**config.mk**
```make
export PLATFORM = sky130hd
export DESIGN_NAME = dpsk_demodulator_flat
export DESIGN_NICKNAME = d
export VERILOG_FILES = /design/src/rtl/dpsk_demodulator_if.sv /design/src/rtl/dpsk_demodulator.sv /design/src/flat_wrapper.sv
export SDC_FILE = /design/constraint.sdc
export NUM_CORES = 1
export LEC_CHECK = 0
export CAP_MARGIN = 25
export CORE_ASPECT_RATIO = 1.5
export CORE_MARGIN = 4
export CORE_UTILIZATION = 54
export DETAILED_ROUTE_END_ITERATION = 6
export GPL_ROUTABILITY_DRIVEN = 1
export PLACE_DENSITY = 0.86
export SLEW_MARGIN = 20
export SYNTH_ARGS = -nofsm -noshare
export SYNTH_HDL_FRONTEND = slang
export SYNTH_SLANG_ARGS = --single-unit
```
**constraint.sdc**
```tcl
create_clock -name clk -period 2.95 [get_ports clk]
set_input_delay 0.7375 -clock clk [delete_from_list [all_inputs] [get_ports clk]]
set_output_delay 0.7375 -clock clk [all_outputs]
set_load 0.02 [all_outputs]
```
**src/rtl/dpsk_demodulator_if.sv**
```systemverilog
// dpsk_demodulator_if: serial input and recovered-data/status bundle for the DPSK demodulator.
interface dpsk_demodulator_if #(parameter int ERRW = 16);
    logic            rx_bit;
    logic            rx_valid;
    logic            dec_bit;
    logic            dec_valid;
    logic            locked;
    logic            sync_lost;
    logic [ERRW-1:0] err_count;
    modport master (output rx_bit, rx_valid, input dec_bit, dec_valid, locked, sync_lost, err_count);
    modport slave  (input rx_bit, rx_valid, output dec_bit, dec_valid, locked, sync_lost, err_count);
endinterface

```
**src/rtl/dpsk_demodulator.sv**
```systemverilog
// dpsk_demodulator: differential decoder followed by a self-synchronising PRBS7 lock/BER checker.
// Optional saturating error counter enabled by `define DPSK_DEMOD_ERRCNT_EN.
module dpsk_demodulator #(
    parameter int LOCK_CNT    = 16,
    parameter int WIN         = 64,
    parameter int LOSS_THRESH = 8,
    parameter int ERRW        = 16
) (
    input logic               clk,
    input logic               rst,
    dpsk_demodulator_if.slave bus
);
    localparam int MW = $clog2(LOCK_CNT + 1);
    localparam int PW = $clog2(WIN);
    localparam int EW = $clog2(LOSS_THRESH + 1);

    typedef enum logic [1:0] {SEED, VERIFY, LOCKED} state_e;

    logic          ref_q, dec_bit_q, dec_valid_q;
    state_e        state_q, state_d;
    logic [6:0]    s_q, s_d;
    logic [2:0]    seed_cnt_q, seed_cnt_d;
    logic [MW-1:0] match_cnt_q, match_cnt_d;
    logic [PW-1:0] win_pos_q, win_pos_d;
    logic [EW-1:0] win_err_q, win_err_d, win_err_inc;
    logic          sync_lost_q, sync_lost_d;
    logic          p, mismatch;

    always_ff @(posedge clk) begin
        if (!rst) begin
            ref_q       <= 1'b0;
            dec_bit_q   <= 1'b0;
            dec_valid_q <= 1'b0;
        end else begin
            dec_valid_q <= bus.rx_valid;
            if (bus.rx_valid) begin
                dec_bit_q <= bus.rx_bit ^ ref_q;
                ref_q     <= bus.rx_bit;
            end
        end
    end

    assign p           = s_q[6] ^ s_q[5];
    assign mismatch    = dec_bit_q ^ p;
    assign win_err_inc = win_err_q + EW'(mismatch);

    always_comb begin
        state_d     = state_q;
        s_d         = s_q;
        seed_cnt_d  = seed_cnt_q;
        match_cnt_d = match_cnt_q;
        win_pos_d   = win_pos_q;
        win_err_d   = win_err_q;
        sync_lost_d = 1'b0;
        if (dec_valid_q) begin
            case (state_q)
                SEED: begin
                    s_d        = {s_q[5:0], dec_bit_q};
                    seed_cnt_d = seed_cnt_q + 3'd1;
                    if (seed_cnt_q == 3'd6) begin
                        state_d     = VERIFY;
                        match_cnt_d = '0;
                    end
                end
                VERIFY: begin
                    s_d = {s_q[5:0], dec_bit_q};
                    if (mismatch) begin
                        state_d    = SEED;
                        seed_cnt_d = '0;
                    end else begin
                        match_cnt_d = match_cnt_q + MW'(1);
                        if (match_cnt_q == MW'(LOCK_CNT - 1)) begin
                            state_d   = LOCKED;
                            win_pos_d = '0;
                            win_err_d = '0;
                        end
                    end
                end
                LOCKED: begin
                    // Free-run on the prediction so line errors cannot poison the reference sequence
                    s_d       = {s_q[5:0], p};
                    win_err_d = win_err_inc;
                    if (win_err_inc == EW'(LOSS_THRESH)) begin
                        state_d     = SEED;
                        seed_cnt_d  = '0;
                        sync_lost_d = 1'b1;
                    end else if (win_pos_q == PW'(WIN - 1)) begin
                        win_pos_d = '0;
                        win_err_d = '0;
                    end else begin
                        win_pos_d = win_pos_q + PW'(1);
                    end
                end
                default: state_d = SEED;
            endcase
        end
    end

    always_ff @(posedge clk) begin
        if (!rst) begin
            state_q     <= SEED;
            s_q         <= '0;
            seed_cnt_q  <= '0;
            match_cnt_q <= '0;
            win_pos_q   <= '0;
            win_err_q   <= '0;
            sync_lost_q <= 1'b0;
        end else begin
            state_q     <= state_d;
            s_q         <= s_d;
            seed_cnt_q  <= seed_cnt_d;
            match_cnt_q <= match_cnt_d;
            win_pos_q   <= win_pos_d;
            win_err_q   <= win_err_d;
            sync_lost_q <= sync_lost_d;
        end
    end

`ifdef DPSK_DEMOD_ERRCNT_EN
    logic [ERRW-1:0] err_q, err_d;
    assign err_d = (dec_valid_q && state_q == LOCKED && mismatch && !(&err_q)) ? err_q + ERRW'(1) : err_q;
    always_ff @(posedge clk) begin
        if (!rst) err_q <= '0;
        else      err_q <= err_d;
    end
    assign bus.err_count = err_q;
`else
    assign bus.err_count = '0;
`endif

    assign bus.dec_bit   = dec_bit_q;
    assign bus.dec_valid = dec_valid_q;
    assign bus.locked    = (state_q == LOCKED);
    assign bus.sync_lost = sync_lost_q;
endmodule

```
**src/flat_wrapper.sv**
```systemverilog
// flat-port wrapper written by rule: the top's interface ports become plain ports
module dpsk_demodulator_flat 
#(
    parameter int LOCK_CNT    = 16,
    parameter int WIN         = 64,
    parameter int LOSS_THRESH = 8,
    parameter int ERRW        = 16
)
  (clk, rst, bus_rx_bit, bus_rx_valid, bus_dec_bit, bus_dec_valid, bus_locked, bus_sync_lost, bus_err_count);
  dpsk_demodulator_if #(.ERRW(ERRW)) bus_i ();
  input logic clk;
  input logic rst;
  input wire logic [$bits(bus_i.rx_bit)-1:0] bus_rx_bit;
  input wire logic [$bits(bus_i.rx_valid)-1:0] bus_rx_valid;
  output wire logic [$bits(bus_i.dec_bit)-1:0] bus_dec_bit;
  output wire logic [$bits(bus_i.dec_valid)-1:0] bus_dec_valid;
  output wire logic [$bits(bus_i.locked)-1:0] bus_locked;
  output wire logic [$bits(bus_i.sync_lost)-1:0] bus_sync_lost;
  output wire logic [$bits(bus_i.err_count)-1:0] bus_err_count;
  assign bus_i.rx_bit = bus_rx_bit;
  assign bus_i.rx_valid = bus_rx_valid;
  assign bus_dec_bit = bus_i.dec_bit;
  assign bus_dec_valid = bus_i.dec_valid;
  assign bus_locked = bus_i.locked;
  assign bus_sync_lost = bus_i.sync_lost;
  assign bus_err_count = bus_i.err_count;
  dpsk_demodulator #(.LOCK_CNT(LOCK_CNT), .WIN(WIN), .LOSS_THRESH(LOSS_THRESH), .ERRW(ERRW)) u_core (.clk(clk), .rst(rst), .bus(bus_i));
endmodule
```
==> flow_results.org, run 1 <==
** Status
- Result of the run :: completed

** Clock tree
- In this run the clock root is driven by a sky130_fd_sc_hd__clkbuf_8.
- No sink is reached through more buffers than the 2 on the longest clock path.
- At the later pin of the worst-skew pair, clock insertion delay measures 0.28 ns.
- Number of buffers inserted by post-CTS setup repair :: 0
- Number of buffers inserted during clock tree synthesis :: 5
- Clock tree sinks :: 31
- After clock tree synthesis, the clock-pin slew on the worst setup and hold paths is 0.06 ns.
- Post-cts resize count :: 0
- The H-tree was split into 2 levels.
- CTS tree :: yes
- Quantity of hold-fixing buffers added after cts :: 0

** Final layout
- Share of cells above drive strength 1 :: 7.66%
- Leaving out fill and tap cells, the most frequent cell in the layout is sky130_fd_sc_hd__dfxtp_1.
- The repair_antennas step left the layout with diodes totalling 0.
- The library cells used most frequently in the layout, excluding fill and tap cells, are 31 x sky130_fd_sc_hd__dfxtp_1, 26 x sky130_fd_sc_hd__nand2_1, 16 x sky130_fd_sc_hd__conb_1.
- Layout area overhead :: 8.66%
- At the end of the flow, the number of nets in the layout was 224.

** Floorplan
- 24 I/O pins were placed.
- Core footprint :: 3000 um^2
- The initial utilization of the core area, before any placement, comes to 57.7%.
- The die is 54.3 um wide.
- Standard-cell row count :: 24
- From bottom edge to top edge, the die measures 77.4 um.
- Die outline area :: 4200 um^2

** Worst setup path
- Nature of the critical path startpoint :: flop
- The worst setup path is captured at a flop.
- R2r worst-path depth :: 8
- STA puts the critical path data required time at 3.12 ns.
- For the worst setup path, the data arrival time is 2.91 ns.
- The critical path is of the reg -> reg type.
- Peak fanout along the critical path :: 10

** Drt
- Routed length per instance :: 12.9 um
- Number of vias per cell :: 5.41
- For this run, design rule violations remaining after detail routing come to 0.
- The final route contains 1341 vias.
- The first routing iteration left 55 violations.
- The first TritonRoute pass finished after 4 iterations.
- Wires add up to 3.21 mm.
- The detail route stage leaves a number of antenna-violating nets equal to 0.

** Place
- In this run the tool buffered the top-level ports with 7 buffer cells.
- The congestion estimate from routability-driven global placement came to 0.798.
- The HPWL after detailed placement is 2.38 mm.

** GRT
- Global router's overall resource usage :: 17.3%
- After global routing the overflow that remains totals 0.
- Vias in the first global route :: 1342
- Pin count of the biggest net entering global routing :: 18
- Initial antenna violation count :: 0
- First-pass GRT wire length :: 5.57 mm

** Min path
- Depth of the worst hold-timing path :: 2
- Min-Delay Path Class :: reg -> reg

** STA
- Headroom to the max-slew limit :: 63.7%
- Setup repair after global routing left no endpoint under its margin.
- Setup violations remaining at the end of the flow were counted as 0.
- At the pin with the least slew margin, the transition time is 0.543 ns.
- The worst path uses 92.9% of the clock period.
- Timing would allow up to 0.365 GHz.
- The routed design could run at a clock period as short as 2.74 ns.
- On the final layout, the worst clock skew is 0.00549 ns.
- Total Negative Setup Slacks :: 0 ns
- The number of hold violations in the final report came to 0.
- Across all hold checks on the routed design, the worst slack comes to 0.456 ns.
- The number of pins exceeding their max-slew limit in the final report is 0.

** Synthesis
- Of the total synthesized cell area, the portion taken by AND, OR, NAND and NOR gates is 19.5%.
- The mapped netlist covers 1730 um^2.
- Post-synthesis compound-gate area fraction :: 20.1%
- Synthesized netlist cell count :: 200
- Post-synthesis adder-cell area fraction :: 7.94%
- A synthesized cell averages 8.66 um^2.
- In this run the biggest area consumer among cell types represents 35.8% of the synthesized area.
- Fraction of synthesized area in multiplexers :: 1.73%
- Yosys synthesis warning count :: 0
- Yosys attributes the largest share of cell area to sky130_fd_sc_hd__dfxtp_1 36%, sky130_fd_sc_hd__ha_1 7.9%, sky130_fd_sc_hd__buf_4 6.9%.
- The share of the Yosys chip area taken by registers is 35.8%.
- In this run, distinct cell masters in the synthesized netlist total 41.
- Xor/xnor cell area share of the yosys netlist :: 4.40%
- The largest total area in the synthesized netlist belongs to sky130_fd_sc_hd__dfxtp_1.
- By area, the combinational part of the netlist is dominated by compound AO/OA/AOI/OAI gates.
- In this run, synthesis produced a sequential element count of 31.

** Power
- Summed over all cells, the static leakage comes to 0.730 nW.
- Areal power density over the cells :: 469 nW/um^2
- VDD IR max :: 0.314 mV

** Job
- The tool flagged a number of max-cap violations equal to 0.
critical path: stages, from the launching register on:
cell	delay [ns]
sky130_fd_sc_hd__dfxtp_1	0.38
sky130_fd_sc_hd__xnor3_2	0.49
sky130_fd_sc_hd__inv_4	0.11
sky130_fd_sc_hd__ha_1	0.19
sky130_fd_sc_hd__ha_1	0.26
sky130_fd_sc_hd__or3_1	0.45
sky130_fd_sc_hd__o31a_4	0.34
sky130_fd_sc_hd__and2_2	0.21
sky130_fd_sc_hd__a32o_1	0.21
final timing paths:
path | slack, ns | from | endpoint
worst max-delay path | 0.21 | u_core.s_q[6] | u_core.win_pos_q[2]
worst min-delay path | 0.46 | u_core.s_q[1] | u_core.s_q[2]
worst max register to register | 0.21 | u_core.s_q[6] | u_core.win_pos_q[2]
worst min register to register | 0.46 | u_core.s_q[1] | u_core.s_q[2]
flip-flops by register name, summed over array words and instances, names as in the netlist:
register,flops
u_core.seed_cnt_q,3
u_core.s_q,7
u_core.win_pos_q,6
u_core.bus.dec_bit,1
u_core.bus.sync_lost,1
u_core.bus.dec_valid,1
u_core.state_q,2
u_core.ref_q,1
u_core.win_err_q,4
u_core.match_cnt_q,5
metal layers:
metal	vias to the layer above	GRT usage [%]	part of all wire (%)	routed length, um
li1	679	-	-	-
met4	0	8.23	1.9	62
met5	-	0	0	0
met3	5	4.02	2.9	92
met2	20	30.2	54	1730
met1	637	18.5	41	1330
report_power, final:
part / internal, W / leakage, nW / switching (W)
sequential: 0.000424 / 0.251 / 0.00000531
clock: 0.000247 / 0.0513 / 0.000142
combinational: 0.0000185 / 0.428 / 0.0000466
layout make-up:
cell class	count	area [um^2]
Clock buffer	6	72.6
Clock inverter	1	30.0
Fill cell	253	1120
Inverter	9	36.3
Multi-Input combinational cell	153	990
Sequential cell	31	621
Tap cell	39	48.8
Timing Repair Buffer	9	85.1
per-stage QoR:
stage	utilization, %	setup slack [ns]	power, W	instance area [um^2]	std cells
detailed placement	59.3	0.273	0.000502	1780	241
global placement	59.3	0.345	0.000501	1780	241
CTS	62.7	0.243	0.000891	1880	248
global route	62.7	0.141	0.000916	1880	248
floorplan	-	0.400	0.000502	1790	215
finish	62.7	0.210	0.000883	1880	248
cell usage after synthesis, drive strengths merged:
| master | count |
|---|---|
| mux2i | 3 |
| and2 | 2 |
| conb | 1 |
| o2bb2ai | 1 |
| nand2b | 5 |
| and3 | 4 |
| a211o | 1 |
| o31a | 1 |
| nor2b | 2 |
| nor2 | 12 |
| nand2 | 26 |
| a21boi | 2 |
| inv | 9 |
| ha | 11 |
| a211oi | 3 |
| nand3 | 8 |
| o31ai | 1 |
| a32o | 3 |
| o21ai | 10 |
| nand4b | 1 |
| xor2 | 3 |
| dfxtp | 31 |
| clkbuf | 4 |
| buf | 18 |
| a21o | 1 |
| o32a | 1 |
| xnor2 | 3 |
| xnor3 | 1 |
| nor3 | 2 |
| o21a | 2 |
| nand4 | 1 |
| o211ai | 4 |
| o41ai | 2 |
| or3 | 4 |
| a2111oi | 1 |
| a21oi | 13 |
| nor3b | 3 |
cell families (layout without fill, tap and decap cells):
kind of cell    Yosys count  in the layout
xor+xnor                  7              7
compound gates           46             46
mux                       3              3
buf+inv                  31             25
other cells               1             16
fa+ha+maj                11             11
flops                    31             31
simple gates             70             70
No activity file was read; power rests on OpenSTA's default activity.
==> inputs of run 2 (changes only) <==
--- a/config.mk
+++ b/config.mk
@@ -5,7 +5,6 @@
 export SDC_FILE = /design/constraint.sdc
 export NUM_CORES = 1
 export LEC_CHECK = 0
-export CAP_MARGIN = 25
 export CORE_ASPECT_RATIO = 1.5
 export CORE_MARGIN = 4
 export CORE_UTILIZATION = 54
==> constraint.sdc (replaced) <==
create_clock -name clk -period 2.95 [get_ports clk]
set_input_delay 0.7375 -clock clk [delete_from_list [all_inputs] [get_ports clk]]
set_output_delay 0.7375 -clock clk [all_outputs]
set_load 0.01 [all_outputs]
==> results of run 2 <==
The final DEF is identical to that of run 1. Status: completed.
Among the figures that moved: total power 0.000883 W -> 0.000873 W
